--- src/rtl/scompliment_pkg.sv ---
// Shared definitions for the serial two's-complement link: state encoding and default word width.
package scompliment_pkg;

    localparam int unsigned WIDTH_DEFAULT = 4;

    typedef enum logic {
        ST_IDLE  = 1'b0,
        ST_SHIFT = 1'b1
    } state_e;

endpackage

--- src/rtl/scompliment_bitcell.sv ---
// Serial two's-complement bit cell: copy bits up to and including the first 1, invert after it.
module scompliment_bitcell (
    input  logic clk,
    input  logic set,
    input  logic clr_first,
    input  logic en,
    input  logic sin,
    output logic b
);

    logic seen_one_q;
    logic seen_eff;

    // A word-start bit must not see the previous word's history.
    assign seen_eff = clr_first ? 1'b0 : seen_one_q;
    assign b        = seen_eff ? ~sin : sin;

    always_ff @(posedge clk) begin
        if (set) begin
            seen_one_q <= 1'b0;
        end else if (en) begin
            seen_one_q <= seen_eff | sin;
        end
    end

endmodule

--- src/rtl/scompliment_rx.sv ---
// Receive end of the serial two's-complement link: re-complements the LSB-first stream and
// deserialises it into a parallel word with a one-cycle valid pulse.
module scompliment_rx
    import scompliment_pkg::*;
#(
    parameter int unsigned WIDTH = WIDTH_DEFAULT
) (
    input  logic             clk,
    input  logic             set,
    input  logic             sin,
    input  logic             sin_valid,
    input  logic             sin_first,
    output logic [WIDTH-1:0] dout,
    output logic             dout_valid,
    output logic             busy,
    output logic             frame_err
);

    localparam int unsigned CNT_W = $clog2(WIDTH);
    localparam logic [CNT_W-1:0] LAST_CNT = CNT_W'(WIDTH - 1);

    state_e           state_q, state_d;
    logic [CNT_W-1:0] cnt_q, cnt_d;
    // Only WIDTH-1 bits are stored; the last bit goes straight into dout.
    logic [WIDTH-2:0] shreg_q, shreg_d;
    logic [WIDTH-1:0] dout_q, dout_d;
    logic             dout_valid_q, dout_valid_d;
    logic             frame_err_q, frame_err_d;
    logic             accept;
    logic             b;
    logic [WIDTH-1:0] shifted;

    assign accept  = sin_valid & ((state_q == ST_SHIFT) | sin_first);
    assign shifted = {b, shreg_q};

    scompliment_bitcell u_bitcell (
        .clk       (clk),
        .set       (set),
        .clr_first (sin_first),
        .en        (accept),
        .sin       (sin),
        .b         (b)
    );

    always_comb begin
        state_d      = state_q;
        cnt_d        = cnt_q;
        shreg_d      = shreg_q;
        dout_d       = dout_q;
        dout_valid_d = 1'b0;
        frame_err_d  = 1'b0;
        case (state_q)
            ST_IDLE: begin
                if (sin_valid && sin_first) begin
                    shreg_d = shifted[WIDTH-1:1];
                    cnt_d   = CNT_W'(1);
                    state_d = ST_SHIFT;
                end
            end
            ST_SHIFT: begin
                if (sin_valid) begin
                    shreg_d = shifted[WIDTH-1:1];
                    if (sin_first) begin
                        frame_err_d = 1'b1;
                        cnt_d       = CNT_W'(1);
                    end else if (cnt_q == LAST_CNT) begin
                        dout_d       = shifted;
                        dout_valid_d = 1'b1;
                        cnt_d        = '0;
                        state_d      = ST_IDLE;
                    end else begin
                        cnt_d = cnt_q + CNT_W'(1);
                    end
                end
            end
            default: state_d = ST_IDLE;
        endcase
    end

    always_ff @(posedge clk) begin
        if (set) begin
            state_q      <= ST_IDLE;
            cnt_q        <= '0;
            shreg_q      <= '0;
            dout_q       <= '0;
            dout_valid_q <= 1'b0;
            frame_err_q  <= 1'b0;
        end else begin
            state_q      <= state_d;
            cnt_q        <= cnt_d;
            shreg_q      <= shreg_d;
            dout_q       <= dout_d;
            dout_valid_q <= dout_valid_d;
            frame_err_q  <= frame_err_d;
        end
    end

    assign dout       = dout_q;
    assign dout_valid = dout_valid_q;
    assign frame_err  = frame_err_q;
    assign busy       = (state_q == ST_SHIFT);

endmodule

--- config.mk ---
export PLATFORM = sky130hd
export DESIGN_NAME = scompliment_rx
export DESIGN_NICKNAME = d
export VERILOG_FILES = /design/src/rtl/scompliment_pkg.sv /design/src/rtl/scompliment_bitcell.sv /design/src/rtl/scompliment_rx.sv
export SDC_FILE = /design/constraint.sdc
export NUM_CORES = 1
export LEC_CHECK = 0
export ABC_AREA = 1
export ABC_CLOCK_PERIOD_IN_PS = 1360
export CAP_MARGIN = 20
export CORE_AREA = 2 2 39 41
export DETAILED_ROUTE_END_ITERATION = 6
export DIE_AREA = 0 0 41 43
export PLACE_DENSITY = 0.7
export SYNTH_ARGS = -nofsm -noshare
export SYNTH_HDL_FRONTEND = slang
export SYNTH_HIERARCHICAL = 1
export SYNTH_SLANG_ARGS = --single-unit
--- constraint.sdc ---
create_clock -name clk -period 1.36 [get_ports clk]
set_input_delay 0.204 -clock clk [delete_from_list [all_inputs] [get_ports clk]]
set_output_delay 0.204 -clock clk [all_outputs]
set_load 0.05 [all_outputs]
==> out/qor.txt, run 1 <==
Vias in the first global route -> 428
# rows -> 14
Initial cell density of the core -> 0.418
Max Cap Viol -> 0
RR Startpoint -> cnt_q[0]
Worst EP required -> 1.53 ns
EDFF count, synth -> 0
Hold crit path type -> reg -> reg
Depth of the most critical reg-to-reg path -> 6
Die area -> 0.00176 mm²
Setup TNS -> 0 ns
Max Slew Vio Count -> 0
Initial DRC count -> 4
Dpl ws -> 0.00191 ns
Grt total ovfl -> 0
Htree depth -> 1
Top cells by count, synth -> nor2_1 (14), dfxtp_1 (13), inv_1 (12)
Cells after Synth -> 78
CTS Buffer Depth -> 2
Die Height -> 43 µm
CTS tree -> built
Vias -> 513
Setup WS post-layout -> 0.184 ns
Final setup viols -> 0
Fin nets -> 103
Share of cells above drive strength 1 -> 0.181
Inst Count DP -> 106
Top-count cell post-synth -> nor2_1
Setup crit end -> dout[2]
RSZ-0062 raised after global routing -> false
Max frequency -> 850 MHz
Worst clock skew -> 0.000608 ns
Hold depth -> 2
Clock root cell -> clkbuf_4
Final Wtd Congestion -> 0.817
Synth warn -> 6
Pleak -> 0.348 nW
Status -> finished, final reports clean
Via density -> 4.66
Util after Layout -> 0.584
Ant. Diodes -> 0
Ys async rst share -> 0
Post-CTS Hold Fix Bufs -> 0
Total track usage -> 0.146
Post-DP Area -> 782 µm²
Core area -> 0.00138 mm²
Reg-to-Reg End -> dout[2]
Synthesized flop and latch total -> 13
Post-route ant nets -> 0
Uppermost layer routed -> met4
Final period utilization -> 0.865
Worst-path clk slew -> 0.08 ns
Final Hold Fails -> 0
Worst Setup Start Kind -> register
Register area share after synthesis -> 0.450
Design area -> 808 µm²
Post-CTS setup buffers -> 0
Worst slew margin -> 0.830
Residual DRC -> 0
Initial antenna violation count -> 0
Post-synth top area share -> 0.450
Io pins -> 12
Area Overhead vs Synth -> 39.8%
P per Cell Area -> 902 mW/mm²
Critical Path Source -> cnt_q[0]
DRT Pass-1 Iters -> 4
Clock Latency Late Sink -> 0.27 ns
CP Capture Type -> register
Mapped Nets -> 86
Clk sink count -> 13
Post-cts repair resize count -> 0
Met3 wire len -> 29 µm
Worst slew pin tran -> 0.255 ns
DR WL/cell -> 9.60 µm
Avg Cell Area, Syn -> 7.41 µm²
CP max FO -> 4
Top_reg_cell synth -> dfxtp_1
Detailed-route wire length -> 1060 µm
Post-route minimum period -> 1.18 ns
Synth cell types -> 15
Top cells by area, synth -> dfxtp_1 (45%), nor2_1 (9.1%), nand3_1 (7.8%)
Die width -> 41 µm
R2R setup slack -> 0.18 ns
Layout Cells excl Fill -> 110
First-pass GRT wire length -> 1710 µm
CP Class -> reg -> reg
Area leader, netlist -> dfxtp_1
CTS buffer count -> 3
Largest net degree at the start of global routing -> 12
Max VDD drop -> 0.472 mV
Mapped Area -> 578 µm²
Met2 wire len -> 501 µm
Met1 WL -> 510 µm
Critical Path AT -> 1.35 ns
DP HPWL -> 821 µm
Port Buf Inserts -> 11
## layout by cell type, fill, tap and decap left out
cell,instances
a21oi_1,4
buf_12,7
buf_4,2
clkbuf_1,1
clkbuf_4,3
clkdlybuf4s50_1,4
dfxtp_1,13
ha_1,3
inv_1,12
inv_2,1
nand2_1,11
nand2_2,3
nand3_1,9
nor2_1,14
nor2_4,1
nor3_1,3
nor4_1,1
o21ai_0,1
o21ai_1,1
## routing by layer
metal	GRT usage	vias to the layer above
met5	0	-
li1	-	278
met2	0.203	6
met3	0.0314	2
met4	0.100	0
met1	0.192	227
## logic make-up after synthesis
group,count (synthesis),share of synthesized area
buf+inv,14,0.104
flops,13,0.450
simple gates,42,0.329
compound gates,6,0.0519
fa+ha+maj,3,0.0649
## per-stage QoR
stage	total power (W)	hold WS [ns]
final	0.000729	0.483
after global routing	0.000759	0.514
after CTS	0.000734	0.487
after detailed placement	0.000500	0.474
after global placement	0.000499	0.462
after floorplan	0.000460	0.273
## power by group
group	internal (W)	leakage, nW	switching, W
clock network	0.000113	0.0150	0.000125
registers	0.000392	0.106	0.00000945
logic	0.0000395	0.227	0.0000495
## layout make-up
type                       count  area [µm²]
inverter                      13        48.8
clock buffer                   4        26.3
timing repair buffer          13         195
tap                           16        20.0
sequential                    13         260
fill                         123         576
multi-input combinational     51         258
## critical path: stages, from the launching register on
cell and delay (ns):
dfxtp_1 0.39, ha_1 0.21, inv_1 0.05, nor2_1 0.20, nand3_1 0.10, nand2_1 0.07, nor2_1 0.04
## registers in the layout, summed over array words and instances (netlist names)
name                  flops
dout_valid                1
shreg_q                   3
cnt_q                     2
u_bitcell/seen_one_q      1
busy                      1
frame_err                 1
dout                      4
## how the worst min path moves through the flow
stage | start | endpoint | slack (ns)
after floorplan | set | cnt_q[1] | 0.27
after CTS | shreg_q[2] | shreg_q[1] | 0.49
final | shreg_q[1] | shreg_q[0] | 0.48
after global routing | shreg_q[2] | shreg_q[1] | 0.51
after detailed placement | shreg_q[2] | shreg_q[1] | 0.47
after global placement | shreg_q[1] | shreg_q[0] | 0.46
Power figures use the tool's default switching activity.
==> run 2: changes to the inputs <==
- PLACE_DENSITY: 0.7 -> 0.69
- SYNTH_HIERARCHICAL: 1 -> not set
==> run 2 against run 1 <==
  * Sequential power barely moved
  * Utilization increased by 1.7 points
  * Final cell count increased by 0.91%
  * Sequential cell count is the same
  * Power up 1.5%
  * Non-clock buffer count is 4 higher
  * Count of clock-buffer cells in the layout unchanged
  * Register-to-register slack hardly changed
  * Sequential share of layout area fell by 0.92 points
  * Critical path type unchanged
  * Largest power group unchanged
  * Highest routed layer unchanged
==> out/qor.txt, run 2 <==
Status -> finished, final reports clean
Worst Setup Start Kind -> register
CP max stage cell -> dfxtp_1
Post-route ant nets -> 0
CP max FO -> 4
Total track usage -> 0.166
Final setup viols -> 0
Worst-path clk slew -> 0.08 ns
Top_reg_cell synth -> dfxtp_1
Depth of the most critical reg-to-reg path -> 6
Worst slew pin tran -> 0.244 ns
Htree depth -> 1
Area leader, netlist -> dfxtp_1
Largest register FFs -> 4
Share of cells above drive strength 1 -> 0.211
Area Overhead vs Synth -> 45.5%
R2R setup slack -> 0.19 ns
Mapped Nets -> 83
Most frequent cells in the layout -> nor2_1 (13), dfxtp_1 (13), inv_1 (11), nand2_1 (9), nand3_1 (9)
Register area share after synthesis -> 0.455
Post-DP Area -> 806 µm²
Post-route minimum period -> 1.17 ns
NetSw -> 0.000188 W
Clk sink count -> 13
Total power -> 0.000739 W
Worst EP required -> 1.54 ns
Residual DRC -> 0
Ant. Diodes -> 0
Initial DRC count -> 5
CTS buffer count -> 3
Critical Path AT -> 1.35 ns
Ys async rst share -> 0
Die area -> 0.00176 mm²
Die Height -> 43 µm
Synth warn -> 0
Post-CTS Hold Fix Bufs -> 0
Sw frac -> 0.254
Reg-to-Reg End -> dout[2]
Design area -> 832 µm²
Filler Cell Count -> 133
Top cells by area, synth -> dfxtp_1 (46%), nor2_1 (8.5%), nand3_1 (7.9%)
WHS Endpoint -> shreg_q[0]
Met1 WL -> 535 µm
Register area -> 260 µm²
Worst slew margin -> 0.836
Grt total ovfl -> 0
Synthesized flop and latch total -> 13
Via density -> 4.50
Post-CTS setup buffers -> 0
Hold crit path type -> reg -> reg
Worst clock skew -> 0.00515 ns
Met3 wire len -> 50 µm
Seq pwr share -> 0.543
DRT Pass-1 Iters -> 2
Die width -> 41 µm
CP Capture Type -> register
Hold depth -> 2
Io pins -> 12
Clk pwr share -> 0.326
Post-synth top area share -> 0.455
CTS tree -> built
DP HPWL -> 841 µm
CP Class -> reg -> reg
RR Startpoint -> cnt_q[0]
Initial cell density of the core -> 0.413
Final Wtd Congestion -> 0.847
Initial antenna violation count -> 0
Detailed-route wire length -> 1100 µm
Max Slew Vio Count -> 0
Crit-path leading delay family -> simple AND/OR/NAND/NOR gates
Max Cap Viol -> 0
Max VDD drop -> 0.515 mV
Top cells by count, synth -> dfxtp_1 (13), nor2_1 (13), inv_1 (11)
Core area -> 0.00138 mm²
Comb pwr share -> 0.130
Setup TNS -> 0 ns
Util after Layout -> 0.601
Slowest stage delay, CP -> 0.39 ns
Met2 wire len -> 483 µm
Clock root cell -> clkbuf_4
CP dominant cell by count -> nor2_1
Vias in the first global route -> 454
Fin Hold WS -> 0.484 ns
DR WL/cell -> 9.91 µm
Max frequency -> 851 MHz
Fin nets -> 104
P per Cell Area -> 889 mW/mm²
Int Power -> 0.000551 W
Vias -> 499
RSZ-0062 raised after global routing -> false
Min-delay src -> shreg_q[1]
Final Hold Fails -> 0
First-pass GRT wire length -> 1890 µm
CTS Buffer Depth -> 2
Avg Cell Area, Syn -> 7.62 µm²
# rows -> 14
Uppermost layer routed -> met4
Cells after Synth -> 75
Post-cts repair resize count -> 0
Worst path bufs/invs -> 1
Synth cell types -> 15
Critical Path, Cell by Cell -> ha_1 > inv_1 > nor2_1 > nand3_1 > nand2_1 > nor2_1
Largest net degree at the start of global routing -> 10
Final period utilization -> 0.864
EDFF count, synth -> 0
Pleak -> 0.355 nW
Multi-input combinational cell area -> 259 µm²
Mapped Area -> 572 µm²
Clock Latency Late Sink -> 0.28 ns
Port Buf Inserts -> 11
[run 2: worst max path at each step]
stage               slack [ns]      start  depth (start not counted)        to
floorplan                  0.1       busy                          4  cnt_q[0]
global route              0.02   cnt_q[0]                          6   dout[2]
global placement        -0.004  sin_first                          8   dout[3]
finish                    0.19   cnt_q[0]                          6   dout[2]
CTS                       0.18   cnt_q[0]                          6   dout[2]
detailed placement       -0.02  sin_first                          8   dout[3]
[run 2: area by class of cell]
type | instances | area share
clock buffer | 4 | 0.0316
inverter | 11 | 0.0496
multi-input combinational | 50 | 0.311
sequential | 13 | 0.313
tap | 16 | 0.0241
timing repair buffer | 17 | 0.271
[run 2: power by group through the flow]
stage | logic (W) | registers (W) | clock network, W
after floorplan | 0.0000416 | 0.000416 | 0
after global placement | 0.0000943 | 0.000410 | 0
after detailed placement | 0.0000954 | 0.000411 | 0
after CTS | 0.0000957 | 0.000402 | 0.000254
after global routing | 0.000106 | 0.000403 | 0.000273
final | 0.0000964 | 0.000402 | 0.000241
[run 2: cells by family (layout without fill, tap and decap cells)]
group,after synthesis,after routing,share of synthesized area
buffers and inverters,12,32,0.0919
and+or+nand+nor,39,39,0.313
DFF,13,13,0.455
AOI/OAI and AO/OA,8,8,0.0744
adders and majority gates,3,3,0.0657
[run 2: per-layer routing]
metal / track usage / vias up
li1: - / 279
met5: 0 / -
met2: 0.213 / 12
met3: 0.0628 / 4
met4: 0.120 / 0
met1: 0.216 / 204
[run 2: stage by stage]
stage	setup WS [ns]	instances
2_1_floorplan	0.0980	75
3_3_place_gp	-0.00372	107
3_5_place_dp	-0.0151	107
4_1_cts	0.183	111
5_1_grt	0.0238	111
6_report	0.186	111
[run 2: worst register-to-register path, delay by kind of cell, from the launching register on]
family        cells  cell delay, ns
buf+inv           1            0.05
simple gates      4            0.41
flops             1            0.39
fa+ha+maj         1            0.21
